==> src/rtl/resp_packet_tx.sv <==
// Response packet framer: serialises an opcode plus a result word or an
// echoed byte stream into the parser's wire format (opcode, reserved,
// length LSB, length MSB, payload), one byte per valid/ready transfer.
module resp_packet_tx #(
  parameter logic [7:0]  RESERVED_BYTE_P = 8'h00,
  parameter int unsigned HDR_LEN_P       = 4
) (
  input  logic        clk,
  input  logic        rst,
  input  logic        start_i,
  output logic        ready_o,
  input  logic [7:0]  opcode_i,
  input  logic        mode_i,
  input  logic [31:0] result_i,
  input  logic [15:0] len_i,
  input  logic [7:0]  stream_data_i,
  input  logic        stream_valid_i,
  output logic        stream_yumi_o,
  output logic [7:0]  tx_data_o,
  output logic        tx_valid_o,
  input  logic        tx_ready_i,
  output logic        done_o,
  output logic        busy_o
);

  localparam int unsigned LEN_W      = 16;
  localparam int unsigned BYTE_W     = 8;
  localparam int unsigned WORD_W     = 32;
  localparam int unsigned WORD_BYTES = 4;

  // Largest stream payload whose length field (payload + header) fits 16 bits
  localparam logic [LEN_W-1:0] MAX_PAY = LEN_W'(65535 - HDR_LEN_P);
  localparam logic [LEN_W-1:0] HDR_LEN = LEN_W'(HDR_LEN_P);
  localparam logic [LEN_W-1:0] WORD_PAY = LEN_W'(WORD_BYTES);

  localparam logic [2:0] IDLE = 3'd0;
  localparam logic [2:0] OPC  = 3'd1;
  localparam logic [2:0] RSV  = 3'd2;
  localparam logic [2:0] LSB  = 3'd3;
  localparam logic [2:0] MSB  = 3'd4;
  localparam logic [2:0] PAY  = 3'd5;
  localparam logic [2:0] DONE = 3'd6;

  logic [2:0]        state_q,    state_d;
  logic              mode_q,     mode_d;
  logic [WORD_W-1:0] result_q,   result_d;
  logic [LEN_W-1:0]  pcount_q,   pcount_d;
  logic [LEN_W-1:0]  cnt_q,      cnt_d;
  logic [BYTE_W-1:0] byte_q,     byte_d;
  logic              tx_valid_q, tx_valid_d;
  logic              done_q,     done_d;
  logic              busy_q,     busy_d;
  logic              ready_q,    ready_d;

  logic              stream_pay;
  logic              xfer;
  logic              pay_last;
  logic [LEN_W-1:0]  len_field;
  logic [LEN_W-1:0]  cnt_inc;
  logic [LEN_W-1:0]  clamped_len;

  // Little-endian byte lane of the captured result word
  function automatic logic [BYTE_W-1:0] word_byte(input logic [WORD_W-1:0] w,
                                                  input logic [1:0]        idx);
    logic [BYTE_W-1:0] b;
    case (idx)
      2'd0:    b = w[7:0];
      2'd1:    b = w[15:8];
      2'd2:    b = w[23:16];
      default: b = w[31:24];
    endcase
    return b;
  endfunction

  // Stream payload bypasses the byte register; everything else is registered
  assign stream_pay    = (state_q == PAY) && mode_q;
  assign tx_valid_o    = stream_pay ? stream_valid_i : tx_valid_q;
  assign tx_data_o     = stream_pay ? stream_data_i  : byte_q;
  assign stream_yumi_o = stream_pay & stream_valid_i & tx_ready_i;
  assign xfer          = tx_valid_o & tx_ready_i;
  assign ready_o       = ready_q;
  assign done_o        = done_q;
  assign busy_o        = busy_q;

  // Length arithmetic shared by the header and payload states
  always_comb begin
    clamped_len = (len_i > MAX_PAY) ? MAX_PAY : len_i;
    len_field   = pcount_q + HDR_LEN;
    cnt_inc     = cnt_q + LEN_W'(1);
    pay_last    = (cnt_inc == pcount_q);
  end

  // Next-state, capture and byte-register selection
  always_comb begin
    state_d  = state_q;
    mode_d   = mode_q;
    result_d = result_q;
    pcount_d = pcount_q;
    cnt_d    = cnt_q;
    byte_d   = byte_q;

    case (state_q)
      IDLE: begin
        if (start_i) begin
          mode_d   = mode_i;
          result_d = result_i;
          pcount_d = mode_i ? clamped_len : WORD_PAY;
          byte_d   = opcode_i;
          state_d  = OPC;
        end
      end
      OPC: begin
        if (xfer) begin
          byte_d  = RESERVED_BYTE_P;
          state_d = RSV;
        end
      end
      RSV: begin
        if (xfer) begin
          byte_d  = len_field[7:0];
          state_d = LSB;
        end
      end
      LSB: begin
        if (xfer) begin
          byte_d  = len_field[15:8];
          state_d = MSB;
        end
      end
      MSB: begin
        if (xfer) begin
          cnt_d = '0;
          if (pcount_q == '0) begin
            state_d = DONE;
          end else begin
            byte_d  = word_byte(result_q, 2'd0);
            state_d = PAY;
          end
        end
      end
      PAY: begin
        if (xfer) begin
          cnt_d = cnt_inc;
          if (pay_last) begin
            state_d = DONE;
          end else begin
            byte_d = word_byte(result_q, cnt_inc[1:0]);
          end
        end
      end
      DONE: begin
        state_d = IDLE;
      end
      default: begin
        state_d = IDLE;
      end
    endcase
  end

  // Registered status outputs decoded from the upcoming state
  always_comb begin
    tx_valid_d = 1'b0;
    done_d     = 1'b0;
    busy_d     = 1'b0;
    ready_d    = 1'b0;
    case (state_d)
      OPC, RSV, LSB, MSB: tx_valid_d = 1'b1;
      PAY:                tx_valid_d = !mode_d;
      default:            tx_valid_d = 1'b0;
    endcase
    done_d  = (state_d == DONE);
    busy_d  = (state_d != IDLE);
    ready_d = (state_d == IDLE);
  end

  // State and datapath registers
  always_ff @(posedge clk or negedge rst) begin
    if (!rst) begin
      state_q    <= IDLE;
      mode_q     <= 1'b0;
      result_q   <= '0;
      pcount_q   <= '0;
      cnt_q      <= '0;
      byte_q     <= '0;
      tx_valid_q <= 1'b0;
      done_q     <= 1'b0;
      busy_q     <= 1'b0;
      ready_q    <= 1'b1;
    end else begin
      state_q    <= state_d;
      mode_q     <= mode_d;
      result_q   <= result_d;
      pcount_q   <= pcount_d;
      cnt_q      <= cnt_d;
      byte_q     <= byte_d;
      tx_valid_q <= tx_valid_d;
      done_q     <= done_d;
      busy_q     <= busy_d;
      ready_q    <= ready_d;
    end
  end

endmodule

==> config.mk <==
export PLATFORM = sky130hd
export DESIGN_NAME = resp_packet_tx
export DESIGN_NICKNAME = d
export VERILOG_FILES = /design/src/rtl/resp_packet_tx.sv
export SDC_FILE = /design/constraint.sdc
export NUM_CORES = 1
export LEC_CHECK = 0
export ABC_AREA = 1
export BUFFER_PORTS_ARGS = -buffer_cell sky130_fd_sc_hd__buf_2
export CAP_MARGIN = 20
export CELL_PAD_IN_SITES_DETAIL_PLACEMENT = 1
export CELL_PAD_IN_SITES_GLOBAL_PLACEMENT = 2
export CORE_UTILIZATION = 30
export DETAILED_ROUTE_END_ITERATION = 10
export PLACE_DENSITY_LB_ADDON = 0.15
export SLEW_MARGIN = 20
export SYNTH_ARGS = -nofsm -noshare
export SYNTH_HDL_FRONTEND = slang
export SYNTH_SLANG_ARGS = --single-unit
==> constraint.sdc <==
create_clock -name clk -period 2.5 [get_ports clk]
set_input_delay 0.5 -clock clk [delete_from_list [all_inputs] [get_ports clk]]
set_output_delay 0.5 -clock clk [all_outputs]
set_load 0.005 [all_outputs]
After elaboration in Yosys (flattened, before gate mapping)
Cells that the tools add are included.
{ "word_totals": {"ff_bits": 80, "in_bits": 70, "output_inout_bits": 13, "elab_cells": 80} }
{ "classes": {"n_addsub": 2, "magnitude_cmp": 1, "n_eq_ne": 22, "mux": 29, "n_bitwise": 3, "reduce_logical": 13} }
{ "ops": {"columns": ["operator", "n"], "rows": [
  ["8-bit 2-to-1 mux", 9],
  ["16-bit 2-to-1 mux", 4],
  ["8-bit one-hot mux with 6 select lines", 1],
  ["16-bit one-hot mux with 2 select lines", 1],
  ["8-bit one-hot mux with 3 select lines", 1],
  ["3-bit 2-to-1 mux", 7],
  ["3-bit one-hot mux with 6 select lines", 1],
  ["16-bit by 1-bit adder with 16-bit output, second input constant", 1],
  ["16-bit by 3-bit adder with 16-bit output, second input constant", 1],
  ["16-bit == test", 1],
  ["16-bit > comparator, second input constant", 1],
  ["16-bit logical NOT", 1],
  ["2-bit != test, second input constant", 8],
  ["3-bit == test, second input constant", 5],
  ["3-bit by 2-bit == test with 1-bit output, second input constant", 4],
  ["9-bit AND reduction", 1],
  ["3-bit by 1-bit == test with 1-bit output, second input constant", 2],
  ["3-bit logical NOT", 2],
  ["6-bit nonzero test", 1],
  ["4-bit OR reduction", 1],
  ["1-bit bitwise AND", 3],
  ["1-bit 2-to-1 mux", 3],
  ["3-bit AND reduction", 1],
  ["3-bit nonzero test", 1],
  ["9 further kinds", 9]
]} }

Logic depth before layout (Yosys ltp)
{ "logic_depth": {"ltp_word": 9, "ltp_mapped": 17, "mapped_depth_nobuf": 17} }

Worst setup path after synthesis
Ideal clock, no wire load.
{ "synth_timing": {"path_type": "flip-flop to flip-flop", "startpoint": "register cnt_q[0]", "endpoint": "register byte_q[1]", "setup_ns": 0.117, "t_arrival_ns": 1.853, "required_time_ns": 2.383, "path_slack_ns": 0.530, "path_stages_with_launch": 16, "n_path_buf": 0, "period_less_slack_ns": 1.970, "path_cell_list": "dfrtp_1 -> inv_1 -> ha_1 -> inv_1 -> nand2_1 -> nand4_1 -> nor2_1 -> nand3_1 -> nor2_1 -> nand2_1 -> nor2_2 -> nand3_2 -> nand2_4 -> inv_6 -> nand2_1 -> o21ai_2"} }
{ "synth_via": {"elab_chain_len": 6, "elab_cells_between_ends": 11, "classes_between": "1 x add/sub; 4 x eq/ne; 4 x mux; 2 x reduce/logical"} }
{ "synth_rtl": {"columns": ["item", "line_no", "rtl"], "rows": [
  ["start, declared", "48", "logic [LEN_W-1:0] cnt_q, cnt_d;"],
  ["start signal, assigned", "194", "cnt_q <= cnt_d;"],
  ["16-bit by 1-bit adder with 16-bit output (*)", "89", "cnt_inc = cnt_q + LEN_W'(1);"],
  ["2-bit == test, or another cell as far along", "66", "case (idx)"],
  ["8-bit one-hot mux with 3 select lines", "66", null],
  ["8-bit 2-to-1 mux", "144", "if (pay_last) begin"],
  ["8-bit 2-to-1 mux", "142", "if (xfer) begin"],
  ["8-bit one-hot mux with 6 select lines", "102", "case (state_q)"],
  ["end signal, assigned", "195", "byte_q <= byte_d;"],
  ["end, declared", "49", "logic [BYTE_W-1:0] byte_q, byte_d;"]
]} }
Mark *: on every way between the ends. The rest lies on a longest branch, timed or not. The select of a mux whose other input is x is not followed.
A chain may end at the register's enable or synchronous reset.

Worst setup path in the final report
{ "layout_timing": {"startpoint": "register cnt_q[0]", "endpoint": "register byte_q[7]"} }
Same word-level chain as after synthesis.

==> run summary <==
The first-pass iteration count of the detailed router was 4. The run gives 0 ns as the setup TNS. The count of endpoints failing hold in the final timing report came out at 0. The share of the clock period used by the worst path came out at 0.940. In this run the clock root is driven by a sky130_fd_sc_hd__clkbuf_16.

The power density over cell area was 1210 mW/mm2; the initial core utilization was 0.310. The min-delay analysis places its worst path in the category in2async. Dividing the detail-routed wire length by the instance count gives 18.3 um. In the post-synthesis netlist, the biggest area contributors are sky130_fd_sc_hd__dfrtp_1 (40%), sky130_fd_sc_hd__nand2_1 (20%), sky130_fd_sc_hd__nand3_1 (6.4%). The number of max-cap violations came out at 0. The combined global-route utilization of all metal layers is 0.234, and the fill cell total of the finished layout is 2054. The synthesized netlist occupies a cell area of 0.00498 mm2. Each instance of the synthesized netlist takes up on average 6.92 um2. The total wire length is 18900 um. The tightest slew margin relative to the limit was 0.388; the pin slew with the least headroom to its limit was 0.915 ns. The number of pins with negative max-slew slack in the final report is 0.

For the later-pin clock latency in the skew report, the log shows 0.36 ns. Counting I/O delays and the setup requirement, the final critical path takes 2.35 ns. Capturing element type of the critical path: a flop.

The clock tree skew after final layout is 0.0102 ns. After the last flow step, the layout net total stands at 891. Among all flip-flop cells after synthesis, the most frequent one is sky130_fd_sc_hd__dfrtp_1. After technology mapping, the gate count stands at 720. The synthesized netlist contains 37 unique library cells. The via count of the first global-routing pass came out at 5342. The static power due to leakage is 0.00299 uW, and the wire length of the first global-routing pass is 29400 um. The number of CTS-inserted buffers is 9. Synthesis inferred 80 register bits.

The setup path with the least slack is of type reg2reg. The largest total area in the synthesized netlist belongs to sky130_fd_sc_hd__dfrtp_1. The fraction of final layout cells sized beyond drive strength 1 was 0.209. The number of buffers on the longest clock path was 2; the top-level I/O count was 83.

For the number of sinks handled by clock tree synthesis, the log shows 80. The core area came out at 0.0161 mm2. The run gives 461 uV as the highest ir drop seen on vdd. The synthesized design contains 0 enable-type register cells. The floorplan has 46 rows. Measured along the x axis, the die boundary spans 131 um. During synthesis, Yosys emitted a total of 0 warnings.

Initial antenna violation count: 0. The floorplan die area came out at 0.0171 mm2. After synthesis, the most frequently instantiated cells are sky130_fd_sc_hd__nand2_1 (263), sky130_fd_sc_hd__dfrtp_1 (79), sky130_fd_sc_hd__inv_1 (75). For this run, design rule violations remaining after detail routing come to 0. The tools report the data required time of the worst path as 2.74 ns.

The tools report the hold buffer count at CTS as 0. Input and output buffers added on the ports amount to 82. Share of the yosys chip area belonging to registers: 0.402. TritonCTS built the clock tree. The first routing iteration left 243 violations. The flow ran to the end, and the final reports show no timing, DRC or antenna violations. The via count is 5271, and the top fanout value on the critical path is 8. The synthesized netlist net count was 797; the number of failing setup endpoints in the final timing report was 0.

The final core utilization is 0.384. The congestion estimate from routability-driven global placement came to 0.857. By instance count, the leading cell after synthesis is sky130_fd_sc_hd__nand2_1.

The detail route stage leaves a number of antenna-violating nets equal to 0. Using the TritonRoute via totals, the vias-per-cell ratio works out to 5.09. The fraction of synthesized cell area taken by the top area cell type was 0.397; the die height was 131 um.

Async set-or-reset flop fraction in the synthesized netlist: 1.00. Entering global routing, the biggest net connects 34 pins. For this run, the top clock speed supported by timing is 426 MHz. For the worst setup path, the data arrival time is 2.59 ns. STA classifies the critical path startpoint as a flop. The clock transition at the register clock pins on the worst setup and hold paths after CTS is 0.07 ns. The tools report the number of H-tree levels as 3.

Relative to the synthesized area, the layout overhead comes to 23.9%. The total global routing overflow was 0; the sum of net half-perimeters after detailed placement was 14800 um.
==> path summary, 6_finish.rpt <==
path,start,end,slack [ns],cells after the start
min in group clk,result_i[23],result_q[23],0.34,3
min,rst,cnt_q[9],0.09,1
max in group asynchronous,rst,result_q[5],1.72,2
min reg2reg,result_q[26],result_q[26],0.48,2
max reg2reg,cnt_q[0],byte_q[7],0.15,10
max,cnt_q[0],byte_q[7],0.15,10
==> metal layers <==
layer  wire (um)  vias up  GRT usage
li1            -     2561          -
met1        8600     2578      0.295
met2        9200      112      0.404
met3         772       20     0.0403
met4         347        0     0.0778
met5           0        -          0
==> layout by cell type, fill, tap and decap left out, types with 10 or more instances in the layout <==
cell | synthesis | final
sky130_fd_sc_hd__nand2_1 | 263 | 260
sky130_fd_sc_hd__buf_2 | 2 | 81
sky130_fd_sc_hd__dfrtp_1 | 79 | 77
sky130_fd_sc_hd__inv_1 | 75 | 74
sky130_fd_sc_hd__nand3_1 | 64 | 63
sky130_fd_sc_hd__o21ai_0 | 53 | 53
sky130_fd_sc_hd__nor2_1 | 40 | 36
sky130_fd_sc_hd__nand4_1 | 29 | 29
sky130_fd_sc_hd__buf_4 | 0 | 20
sky130_fd_sc_hd__a21oi_1 | 19 | 19
sky130_fd_sc_hd__nand2_2 | 8 | 10
==> sequential cells by signal, summed over array words and instances (netlist names) <==
register,flops
result_q,32
cnt_q,16
pcount_q,16
byte_q,8
state_q,3
busy_o,1
done_o,1
mode_q,1
ready_o,1
tx_valid_q,1
==> critical path, stage by stage, from the launching register on <==
cell	delay (ns)
sky130_fd_sc_hd__dfrtp_2	0.47
sky130_fd_sc_hd__clkinvlp_4	0.21
sky130_fd_sc_hd__buf_4	0.18
sky130_fd_sc_hd__ha_1	0.23
sky130_fd_sc_hd__buf_4	0.18
sky130_fd_sc_hd__a21oi_1	0.14
sky130_fd_sc_hd__a31oi_1	0.11
sky130_fd_sc_hd__a21oi_1	0.28
sky130_fd_sc_hd__o211ai_1	0.21
sky130_fd_sc_hd__o21ai_2	0.18
sky130_fd_sc_hd__o21ai_2	0.06
==> per-stage QoR <==
stage	hold WS, ns	instance area [um2]	total power (uW)	instances	setup WS, ns
4_1_cts	0.0958	6040	7410	1030	0.0703
5_1_grt	0.113	6170	8120	1035	-0.00945
6_report	0.0913	6170	7500	1036	0.150
3_5_place_dp	0.465	5730	5930	1014	0.0990
2_1_floorplan	0.204	4980	4570	720	0.530
3_3_place_gp	0.458	5730	5840	1014	0.215
==> power breakdown <==
part	leakage (uW)	switching, uW	internal, uW
sequential	0.00101	641	1910
combinational	0.00183	2320	1200
clock	0.000148	613	816
total	0.00299	3580	3920
==> cells by family (layout without fill, tap and decap cells) <==
| logic type | Yosys count | after routing | share of synthesized area |
|---|---|---|---|
| AO/OA/AOI/OAI | 107 | 107 | 0.128 |
| adder cells (fa/ha/maj) | 7 | 7 | 0.0176 |
| buffers and inverters | 99 | 197 | 0.0766 |
| flip-flops | 80 | 80 | 0.402 |
| other | 0 | 1 | 0 |
| AND/OR/NAND/NOR | 427 | 428 | 0.376 |
==> layout make-up <==
type | instances | area, um2 | share of cell area
Inverter | 78 | 304 | 0.0493
Timing Repair Buffer | 103 | 596 | 0.0965
Tap cell | 216 | 270 | 0.0438
Clock buffer | 10 | 239 | 0.0387
Antenna cell | 1 | 2.50 | 0.000405
Sequential cell | 80 | 2010 | 0.325
Multi-Input combinational cell | 542 | 2680 | 0.435
Clock inverter | 6 | 73.8 | 0.0120
==> repair_timing <==
action / 4_1_cts / 5_1_grt
setup endpoints to repair: 0 / 9
resized for setup: 0 / 18
setup buffers: 0 / 4
No activity file was read; power rests on OpenSTA's default activity.
